--- src/rtl/pipe_pkg.sv ---
// Shared types for the five-stage core pipeline registers: handshake state
// encoding, occupancy width and the packed payloads carried between stages.
package pipe_pkg;

  typedef enum logic [1:0] {
    PS_EMPTY = 2'b00,
    PS_ONE   = 2'b01,
    PS_FULL  = 2'b10
  } pipe_state_e;

  // Width of the entries-held count (0..2).
  localparam int unsigned OCC_W = 2;

  // IF/ID payload.
  typedef struct packed {
    logic [31:0] pc;
    logic [31:0] instr;
    logic        pred_taken;
  } if_id_t;

  // ID/EX payload.
  typedef struct packed {
    logic [31:0] pc;
    logic [31:0] rs1_val;
    logic [31:0] rs2_val;
    logic [31:0] imm;
    logic [4:0]  rd;
    logic [3:0]  alu_op;
    logic        alu_src_imm;
    logic        reg_we;
    logic        mem_re;
    logic        mem_we;
    logic [2:0]  funct3;
  } id_ex_t;

  // EX/MEM payload.
  typedef struct packed {
    logic [31:0] pc;
    logic [31:0] alu_res;
    logic [31:0] store_data;
    logic [4:0]  rd;
    logic        reg_we;
    logic        mem_re;
    logic        mem_we;
    logic [2:0]  funct3;
  } ex_mem_t;

  // MEM/WB payload.
  typedef struct packed {
    logic [31:0] wb_data;
    logic [4:0]  rd;
    logic        reg_we;
  } mem_wb_t;

  // Number of entries held in a given handshake state.
  function automatic logic [OCC_W-1:0] occ_of_state(input pipe_state_e s);
    logic [OCC_W-1:0] occ;
    occ = '0;
    case (s)
      PS_ONE:  occ = 2'd1;
      PS_FULL: occ = 2'd2;
      default: occ = '0;
    endcase
    return occ;
  endfunction

endpackage

--- src/rtl/sat_counter.sv ---
// Saturating event counter: counts cycles with inc_i high, sticks at all-ones,
// cleared only by synchronous reset.
module sat_counter #(
  parameter int unsigned W = 16
) (
  input  logic         clk_i,
  input  logic         rst_i,
  input  logic         inc_i,
  output logic [W-1:0] cnt_o
);

  logic [W-1:0] cnt_q;
  logic [W-1:0] cnt_d;

  // Next count: advance on inc_i unless already saturated.
  always_comb begin
    cnt_d = cnt_q;
    if (inc_i && (cnt_q != '1)) begin
      cnt_d = cnt_q + 1'b1;
    end
  end

  // Counter register with synchronous active-high reset.
  always_ff @(posedge clk_i) begin
    if (rst_i) begin
      cnt_q <= '0;
    end else begin
      cnt_q <= cnt_d;
    end
  end

  assign cnt_o = cnt_q;

endmodule

--- src/rtl/pipe_stage_skid.sv ---
// Generic elastic pipeline stage register: two entries (main + skid) under a
// valid/ready handshake with a registered in_ready_o, plus pipeline flush.
// Optional stall/bubble counters are built when PIPE_STAGE_PERF_EN is defined.
module pipe_stage_skid
  import pipe_pkg::*;
#(
  parameter int unsigned DATA_W         = 32,
  parameter bit          CLEAR_ON_FLUSH = 1'b1,
  parameter int unsigned CNT_W          = 16
) (
  input  logic              clk_i,
  input  logic              rst_i,
  input  logic              flush_i,
  input  logic              in_valid_i,
  output logic              in_ready_o,
  input  logic [DATA_W-1:0] in_data_i,
  output logic              out_valid_o,
  input  logic              out_ready_i,
  output logic [DATA_W-1:0] out_data_o,
  output logic [OCC_W-1:0]  occupancy_o
`ifdef PIPE_STAGE_PERF_EN
  ,
  output logic [CNT_W-1:0]  stall_cnt_o,
  output logic [CNT_W-1:0]  bubble_cnt_o
`endif
);

  if (DATA_W < 1) begin : g_bad_data_w
    $error("pipe_stage_skid: DATA_W must be at least 1");
  end
  if (CNT_W < 1) begin : g_bad_cnt_w
    $error("pipe_stage_skid: CNT_W must be at least 1");
  end

  pipe_state_e       state_q;
  pipe_state_e       state_d;
  logic [DATA_W-1:0] main_q;
  logic [DATA_W-1:0] main_d;
  logic [DATA_W-1:0] skid_q;
  logic [DATA_W-1:0] skid_d;
  logic              in_ready_q;
  logic              in_ready_d;

  logic              in_fire;
  logic              out_fire;
  logic              out_valid;

  assign out_valid = (state_q != PS_EMPTY);
  assign in_fire   = in_valid_i & in_ready_q;
  assign out_fire  = out_valid & out_ready_i;

  // Handshake state machine and payload steering; flush overrides the normal
  // moves, and in_ready is precomputed from the next state so it stays a flop.
  always_comb begin
    state_d = state_q;
    main_d  = main_q;
    skid_d  = skid_q;

    if (flush_i) begin
      // Any concurrent in_fire is accepted and dropped; out_fire is delivered.
      state_d = PS_EMPTY;
      if (CLEAR_ON_FLUSH) begin
        main_d = '0;
        skid_d = '0;
      end
    end else begin
      case (state_q)
        PS_EMPTY: begin
          if (in_fire) begin
            main_d  = in_data_i;
            state_d = PS_ONE;
          end
        end
        PS_ONE: begin
          if (in_fire && out_fire) begin
            main_d = in_data_i;
          end else if (in_fire) begin
            skid_d  = in_data_i;
            state_d = PS_FULL;
          end else if (out_fire) begin
            state_d = PS_EMPTY;
          end
        end
        PS_FULL: begin
          // in_ready is low here, so only the drain move is possible.
          if (out_fire) begin
            main_d  = skid_q;
            state_d = PS_ONE;
          end
        end
        default: begin
          state_d = PS_EMPTY;
        end
      endcase
    end

    in_ready_d = (state_d != PS_FULL);
  end

  // State, payload and ready registers with synchronous active-high reset.
  always_ff @(posedge clk_i) begin
    if (rst_i) begin
      state_q    <= PS_EMPTY;
      main_q     <= '0;
      skid_q     <= '0;
      in_ready_q <= 1'b1;
    end else begin
      state_q    <= state_d;
      main_q     <= main_d;
      skid_q     <= skid_d;
      in_ready_q <= in_ready_d;
    end
  end

  assign in_ready_o  = in_ready_q;
  assign out_valid_o = out_valid;
  assign out_data_o  = main_q;
  assign occupancy_o = occ_of_state(state_q);

`ifdef PIPE_STAGE_PERF_EN
  logic stall_inc;
  logic bubble_inc;

  // Classification uses the registered out_valid, so a flush cycle counts
  // according to what was presented before the flush.
  assign stall_inc  = out_valid & ~out_ready_i;
  assign bubble_inc = ~out_valid;

  sat_counter #(
    .W (CNT_W)
  ) u_stall_cnt (
    .clk_i (clk_i),
    .rst_i (rst_i),
    .inc_i (stall_inc),
    .cnt_o (stall_cnt_o)
  );

  sat_counter #(
    .W (CNT_W)
  ) u_bubble_cnt (
    .clk_i (clk_i),
    .rst_i (rst_i),
    .inc_i (bubble_inc),
    .cnt_o (bubble_cnt_o)
  );
`endif

endmodule

--- config.mk ---
export PLATFORM = sky130hd
export DESIGN_NAME = pipe_stage_skid
export DESIGN_NICKNAME = d
export VERILOG_FILES = /design/src/rtl/pipe_pkg.sv /design/src/rtl/sat_counter.sv /design/src/rtl/pipe_stage_skid.sv
export SDC_FILE = /design/constraint.sdc
export NUM_CORES = 1
export LEC_CHECK = 0
export ABC_AREA = 1
export BUFFER_PORTS_ARGS = -buffer_cell sky130_fd_sc_hd__buf_2
export CAP_MARGIN = 20
export CELL_PAD_IN_SITES_DETAIL_PLACEMENT = 0
export CELL_PAD_IN_SITES_GLOBAL_PLACEMENT = 2
export CORE_MARGIN = 10
export CORE_UTILIZATION = 25
export DETAILED_ROUTE_END_ITERATION = 16
export PLACE_DENSITY = 0.84
export SLEW_MARGIN = 40
export SYNTH_ARGS = -nofsm -noshare
export SYNTH_HDL_FRONTEND = slang
export SYNTH_SLANG_ARGS = --single-unit
--- constraint.sdc ---
create_clock -name clk_i -period 1.1 [get_ports clk_i]
set_clock_uncertainty 0.1 [all_clocks]
set_input_delay 0.055 -clock clk_i [delete_from_list [all_inputs] [get_ports clk_i]]
set_output_delay 0.055 -clock clk_i [all_outputs]
set_load 0.01 [all_outputs]
# == Yosys cells after proc, flatten, opt, wreduce, memory -nomap -nowiden ==
# Cells that the tools add are included.
# word_totals
reg_bits,67
input_bits,37
# op_classes
eq_ne,6
muxes,12
n_bitwise,3
n_reduce_logical,7
# op_table
operator,n
32-bit two-way mux,3
32-bit case mux with 3 select lines,1
2-bit two-way mux,6
"2-bit inequality test, second input constant",4
2-bit case mux with 3 select lines,1
2-bit case mux with 2 select lines,1
4-bit AND reduction,1
3-bit AND reduction,1
3-bit nonzero test,1
1-bit AND,2
"2-bit by 1-bit equality test with 1-bit output, second input constant",1
"2-bit equality test, second input constant",1
2-bit logical NOT,1
2-bit nonzero test,1
2-bit OR reduction,1
1-bit logical AND,1
1-bit NOT,1

# == Longest topological paths before layout ==
# Gate-level depths: netlist of the first run.
# logic_depth
depth_word,8
ltp_mapped,8

# == Worst setup path before layout of the first run ==
# OpenSTA, ideal clock, no wires.
# synth_timing
path_kind,reg-to-reg
start,"register in_ready_q, in the netlist in_ready_o"
end,"register main_q[20], in the netlist out_data_o[20]"
setup_time_ps,113
arrival_ps,1077
required_time_ps,887
setup_slack_ps,-190
stages_incl_launch_ff,8
path_buffers,2
synth_period_minus_slack_ps,1290
path_cell_list,dfxtp_1 nand2_1 nand2_1 nand3_1 buf_4 buf_2 nor2_1 nor2_1
# synth_between
elab_chain_len,4
word_cells_on_any_way,5
cone_classes,eq/ne (2); bitwise (1); reduce/logical (2)
# synth_lines
item,line,text
from (decl),pipe_stage_skid.sv:41,logic in_ready_q;
from (signal assigned),pipe_stage_skid.sv:111,in_ready_q <= in_ready_d;
1-bit AND (*),pipe_stage_skid.sv:49,assign in_fire = in_valid_i & in_ready_q;
1-bit logical AND,pipe_stage_skid.sv:75,if (in_fire && out_fire) begin
2-bit inequality test (no line),--,
4-bit AND reduction (no line) (*),--,
to (signal assigned),pipe_stage_skid.sv:109,main_q <= main_d;
to (decl),pipe_stage_skid.sv:37,logic [DATA_W-1:0] main_q;
# Mark *: on every way between the ends. The rest lies on a longest branch, timed or not.
# A chain may end at the register's enable or synchronous reset.

# == Final worst setup path of the first run ==
# layout_timing
start,register state_q[1]
end,register skid_q[23]
# layout_between
elab_chain_len,5
word_cells_on_any_way,6
cone_classes,eq/ne (1); bitwise (2); reduce/logical (3)
# layout_lines
item,line,text
from (decl),pipe_stage_skid.sv:35,pipe_state_e state_q;
from (signal assigned),pipe_stage_skid.sv:108,state_q <= state_d;
2-bit nonzero test,pipe_stage_skid.sv:48,assign out_valid = (state_q != PS_EMPTY);
1-bit AND,pipe_stage_skid.sv:50,assign out_fire = out_valid & out_ready_i;
1-bit logical AND,pipe_stage_skid.sv:75,
1-bit NOT (no line),--,
3-bit AND reduction (no line) (*),--,
to (signal assigned),pipe_stage_skid.sv:110,skid_q <= skid_d;
to (decl),pipe_stage_skid.sv:39,logic [DATA_W-1:0] skid_q;
# Marks and branches as above.

==> results of run 1 <==
power by group:
part	internal [mW]	switching, mW
clock network	1.82	1.01
registers	2.49	0.0330
logic	0.367	0.409
total	4.67	1.45
synth_stat cells, drive strengths merged:
| library cell | count | share of area (%) |
|---|---|---|
| a21oi | 33 | 5.5 |
| buf | 19 | 3.9 |
| clkbuf | 9 | 1.1 |
| dfxtp | 67 | 45 |
| inv | 39 | 4.9 |
| nand2 | 199 | 25 |
| nand3 | 33 | 5.5 |
| nand4 | 1 | 0.21 |
| nor2 | 66 | 8.6 |
| o211ai | 1 | 0.42 |
| o21ai | 1 | 0.17 |
critical path, cell delays in order (launching register included):
cell	delay (ns)
dfxtp_4	0.36
inv_4	0.07
nand2_4	0.05
nor2_4	0.12
buf_12	0.15
nand2_8	0.09
clkbuf_16	0.18
nand2_2	0.05
a21oi_1	0.05
routing by layer:
layer / track usage (%) / up-vias / share of wire (%)
li1: - / 1669 / -
met2: 17.7 / 62 / 48
met5: 0 / - / 0
met4: 4.03 / 0 / 1.3
met3: 3.96 / 9 / 6.2
met1: 13.7 / 1352 / 45
layout make-up:
class                      instances  share of cell area, %
sequential                        67                   28.5
clock buffer                      14                   5.36
multi-input combinational        334                   33.2
inverter                          39                   3.20
timing repair buffer             139                   25.2
tap                              143                   3.78
clock inverter                     2                  0.740
sequential cells by signal, summed over array words and instances (netlist names):
name	count
in_ready_o	1
state_q	2
out_data_o	32
skid_q	32
timing repair:
item	CTS	global route
cloned	0	6
setup endpoints to repair	70	70
hold endpoints to repair	63	1
pin swaps	16	5
setup buffers	5	2
resized for setup	18	59
worst max path at each step:
stage	to	slack, ns	cells past startpoint
3_5_place_dp	out_data_o[10]$_SDFFE_PP0P_	-0.19	8
2_1_floorplan	out_data_o[20]$_SDFFE_PP0P_	-0.08	7
6_report	skid_q[23]$_SDFFE_PP0P_	-0.25	8
4_1_cts	occupancy_o[1]	-0.19	5
3_3_place_gp	out_data_o[24]$_SDFFE_PP0P_	-0.17	8
5_1_grt	skid_q[25]$_SDFFE_PP0P_	-0.32	8
logic make-up after synthesis:
| group | count (synthesis) |
|---|---|
| AO/OA/AOI/OAI | 35 |
| AND/OR/NAND/NOR | 299 |
| flip-flops | 67 |
| buffers and inverters | 67 |
stage by stage:
step	setup slack, ns	power, mW	util (%)	area (µm²)
floorplan	-0.0785	2.94	-	3050
CTS	-0.193	6.17	37.9	4390
global placement	-0.167	3.20	32.0	3700
detailed placement	-0.194	3.20	32.0	3700
finish	-0.252	6.12	40.9	4730
global route	-0.315	6.43	40.9	4730
==> out/results.ini, run 1 <==
[status]
status = finished, violations left
violations = negative hold slack, negative setup slack

[drt]
drt_pass1_iterations = 4
drtAntennaViolNets = 0
wl_per_cell_um = 12.9
vias = 3092
drt-vias-per-instance = 4.19
drt_iter0_drc = 104
route.detailed.drc = 0
wirelength_um = 9530

[placed_design]
port_buffers = 72
dp_hpwl_um = 6250
dp_cells = 680
routabilityCongestion = 0.742

[final_layout]
fillers = 1208
diodes = 0
seqCellArea_mm2 = 0.00135
final_cell_mix = nand2_1 (170), buf_2 (69), dfxtp_1 (64)
multi_input_area_mm2 = 0.00157
nets = 627
layout-drive-gt1-share_pct = 29.9
finalNonFillerCells = 738
final_common_cell = nand2_1
syn2layout_area_growth_pct = 57.7

[worst_setup_path]
crit_path_start = state_q[1]$_SDFF_PP0_
cp-end-kind = flop
cp.required_ns = 1.20
rrSetupSlack_ns = -0.25
rr_worst_depth = 8
worst_setup_path_start_kind = flop
arrival_ns = 1.46
setup.worst_path.class = reg -> reg
worstPathMaxFanout = 6
r2r-end = skid_q[23]$_SDFFE_PP0P_
r2r_start = state_q[1]$_SDFF_PP0_

[synthesis]
synthAdderAreaFrac_pct = 0
synthMuxAreaShare_pct = 0
netlist_instances = 468
yosysSeqAreaShare_pct = 44.7
synth_compound_area_share_pct = 6.08
synthDistinctLibCells = 17
yosysWarnings = 0
ys_seq_elements = 67
synthSimpleGateAreaFrac_pct = 39.3
synth-xor-area-share_pct = 0
avgSynthCellArea_um2 = 6.42
syn-num-nets = 505
syn-cell-area_mm2 = 0.00300
synth_top_family_by_area = simple AND/OR/NAND/NOR gates

[sta]
slew_viol_final = 0
setup_violations = 70
finalHoldWorstSlack_ns = -0.0178
relSlewSlack_pct = 80.1
fmax_mhz = 740
setup_tns_ns = -13.86
finalHoldViolations = 1
tightest_slew_ns = 0.298
rsz0062_at_grt = true
setup_slack_ns = -0.252
finalCritPeriodShare_pct = 123
fin_crit_ns = 1.35

[global_route]
track_usage_pct = 11.1
antenna_found_initial = 0
first_global_vias = 3136
grt_max_degree = 28
grt_pass1_wl_um = 15200
gr-total-overflow = 0

[clocking]
holdBufCountCts = 32
tritoncts = yes
clockBufferDepth = 2
clock_latency_ns = 0.33
clk_pin_slew_ns = 0.05
clock-root-buffer = clkbuf_16
cts-buffers-inserted = 9
htree_levels = 3
cts_num_sinks = 67

[floorplan]
dieHeight_um = 130
fp.coreArea_mm2 = 0.0116
num_rows = 39
start_util_pct = 26.0
design.portCount = 73
dieArea_mm2 = 0.0168
die_w_um = 130

[hold_path]
min-delay-start = in_valid_i
hold_class = in -> reg
hold_depth = 4
min_to = state_q[0]$_SDFF_PP0_

[power]
ir_drop_v = 0.000640
power_leakage_nw = 2.17
power_density_mw_per_mm2 = 1290

[job]
drv_cap = 0

Note: power is estimated with default switching activity, not from simulation.
==> run 2: changes to the inputs <==
Settings changed: CTS_BUF_LIST set to sky130_fd_sc_hd__clkbuf_8 sky130_fd_sc_hd__clkbuf_16.
==> run 2 against run 1 <==
  * The flow still finishes with violations (negative hold slack, negative setup slack)
  * Utilization about the same
  * Critical path type unchanged
  * Critical path depth unchanged
  * Fmax up 0.19%
==> out/results.ini, run 2 (synthesis results as in run 1) <==
[worst_setup_path]
endpoint = skid_q[23]$_SDFFE_PP0P_
worst_setup_path_start_kind = flop
setup.worst_path.class = reg -> reg
rrSetupSlack_ns = -0.25  ; about the same
r2r_start = state_q[1]$_SDFF_PP0_
r2r-end = skid_q[23]$_SDFFE_PP0P_
crit_path_start = state_q[1]$_SDFF_PP0_
path_cells = inv_4, nand2_4, nor2_4, buf_12, nand2_8, clkbuf_16, nand2_2, a21oi_1
slowest_stage = dfxtp_4
critPathBufInv = 3  ; unchanged
cp_top_family = buffers and inverters
arrival_ns = 1.45  ; about the same
critPathMaxStageDelay_ns = 0.36  ; about the same
cp-end-kind = flop
cp.required_ns = 1.20  ; about the same
worstPathMaxFanout = 6  ; unchanged
rr_worst_depth = 8  ; unchanged
crit_cells = 8  ; unchanged

[drt]
wl_per_cell_um = 12.9  ; +0.22%
wirelength_um = 9550  ; +0.22%
route.detailed.drc = 0  ; unchanged
drtAntennaViolNets = 0  ; unchanged
drt_pass1_iterations = 4  ; unchanged
vias = 3088  ; -0.13%
drt-vias-per-instance = 4.18  ; -0.13%
drt_iter0_drc = 102  ; -1.9%

[sta]
fmax_mhz = 741  ; +0.19%
setup_tns_ns = -13.78  ; +0.0761 ns
tightest_slew_ns = 0.297  ; -0.000886 ns
setup_slack_ns = -0.249  ; +0.00256 ns
rsz0062_at_grt = true
slew_viol_final = 0  ; unchanged
finalHoldWorstSlack_ns = -0.0151  ; +0.00271 ns
fin_crit_ns = 1.35  ; -0.00256 ns
finalHoldViolations = 1  ; unchanged
relSlewSlack_pct = 80.2  ; about the same
setup_violations = 70  ; unchanged
finalCritPeriodShare_pct = 123  ; -0.23 points

[final_layout]
final_core_util_pct = 41.0  ; about the same
final_common_cell = nand2_1
final_cell_mix = nand2_1 (170), buf_2 (69), dfxtp_1 (64)
layout-drive-gt1-share_pct = 30.1  ; +0.17 points
fillers = 1209  ; +0.083%
syn2layout_area_growth_pct = 57.8  ; about the same
diodes = 0  ; unchanged
nets = 627  ; unchanged

[global_route]
gr-total-overflow = 0  ; unchanged
top_usage_layer = met2
first_global_vias = 3132  ; -0.13%
antenna_found_initial = 0  ; unchanged
track_usage_pct = 11.1  ; unchanged
met3_usage_pct = 3.96  ; unchanged
gr-usage-met2_pct = 17.7  ; unchanged
grt_max_degree = 28  ; unchanged
gr-usage-met1_pct = 13.7  ; unchanged
grt_pass1_wl_um = 15200  ; unchanged

[floorplan]
die_w_um = 130  ; unchanged
dieArea_mm2 = 0.0168  ; unchanged
fp.coreArea_mm2 = 0.0116  ; unchanged
num_rows = 39  ; unchanged
dieHeight_um = 130  ; unchanged
design.portCount = 73  ; unchanged
start_util_pct = 26.0  ; unchanged

[status]
status = finished, violations left
violations = negative hold slack, negative setup slack

[hold_path]
hold_depth = 4  ; unchanged
hold_class = in -> reg

[power]
pwr-share-comb_pct = 12.8  ; about the same
power_density_mw_per_mm2 = 1280  ; -0.60%
switching_share_pct = 23.9  ; +0.22 points
ir_drop_v = 0.000639  ; -0.13%
p_sw_mw = 1.45  ; +0.39%
clkPwrFrac_pct = 45.8  ; -0.3 points
power_leakage_nw = 2.19  ; +0.76%
power.internal_mw = 4.63  ; -0.81%
power_frac_seq_pct = 41.4  ; +0.2 points

[clocking]
holdBufCountCts = 32  ; unchanged
clockBufferDepth = 2  ; unchanged
cts_num_sinks = 67  ; unchanged
clock-root-buffer = clkbuf_16
htree_levels = 3  ; unchanged
cts-buffers-inserted = 9  ; unchanged
clock_latency_ns = 0.33  ; about the same
tritoncts = yes
clk_pin_slew_ns = 0.05  ; about the same

[placed_design]
routabilityCongestion = 0.742  ; unchanged
dp_hpwl_um = 6250  ; unchanged
port_buffers = 72  ; unchanged

[job]
drv_cap = 0  ; unchanged

## run 2: cell count changes in the layout (fill, tap and decap cells not counted), sizes merged
cell and change:
inv +4, clkbuf -4
## run 2: power groups by stage
stage	Sequential [mW]	Combinational, mW	Clock [mW]
after detailed placement	2.57	0.628	0
final	2.52	0.777	2.79
after CTS	2.52	0.736	2.87
after global routing	2.53	0.879	2.99
after global placement	2.57	0.625	0
after floorplan	2.60	0.337	0
## run 2: per-stage QoR
step	setup slack, ns	area [µm²]	power [mW]	cells
final	-0.249	4740	6.09	738
after global routing	-0.315	4740	6.39	738
after CTS	-0.193	4390	6.13	731
after detailed placement	-0.194	3700	3.20	680
after global placement	-0.167	3700	3.20	680
after floorplan	-0.0785	3050	2.94	468
## run 2: repair_timing
item                                    CTS  global route
endpoints found under the setup margin   70            70
gates cloned                              0             6
endpoints found under the hold margin    63             1
buffers inserted                          5             2
pin swaps                                16             5
resized for setup                        18            60
## run 2: worst min path at each step
stage / startpoint / to / slack [ns]
final: in_valid_i / state_q[0]$_SDFF_PP0_ / -0.02
after global routing: in_valid_i / state_q[0]$_SDFF_PP0_ / 0.009
after CTS: in_valid_i / state_q[0]$_SDFF_PP0_ / -0.03
after detailed placement: in_data_i[1] / skid_q[1]$_SDFFE_PP0P_ / 0.25
after global placement: in_data_i[9] / skid_q[9]$_SDFFE_PP0P_ / 0.24
after floorplan: rst_i / in_ready_o$_SDFF_PP1_ / 0.09
## run 2: layout make-up
class / count / area [µm²] / area share [%]
clock buffers: 10 / 239 / 5.04
clock inverters: 6 / 50.0 / 1.06
inverters: 39 / 151 / 3.20
multi-input cells: 334 / 1580 / 33.3
flip-flops and latches: 67 / 1350 / 28.5
well taps: 143 / 179 / 3.78
repair buffers: 139 / 1190 / 25.1
## run 2: tightest hold or removal path: stages
cell,delay [ns]
buf_2,0.09
nand2_2,0.07
nand4_1,0.08
a21oi_1,0.07
## run 2: layer usage
metal | part of all wire [%] | wire length, µm | up-vias
met5 | 0 | 0 | -
met4 | 1.3 | 123 | 0
met3 | 6.2 | 588 | 9
met2 | 48 | 4540 | 62
met1 | 45 | 4290 | 1350
li1 | - | - | 1667
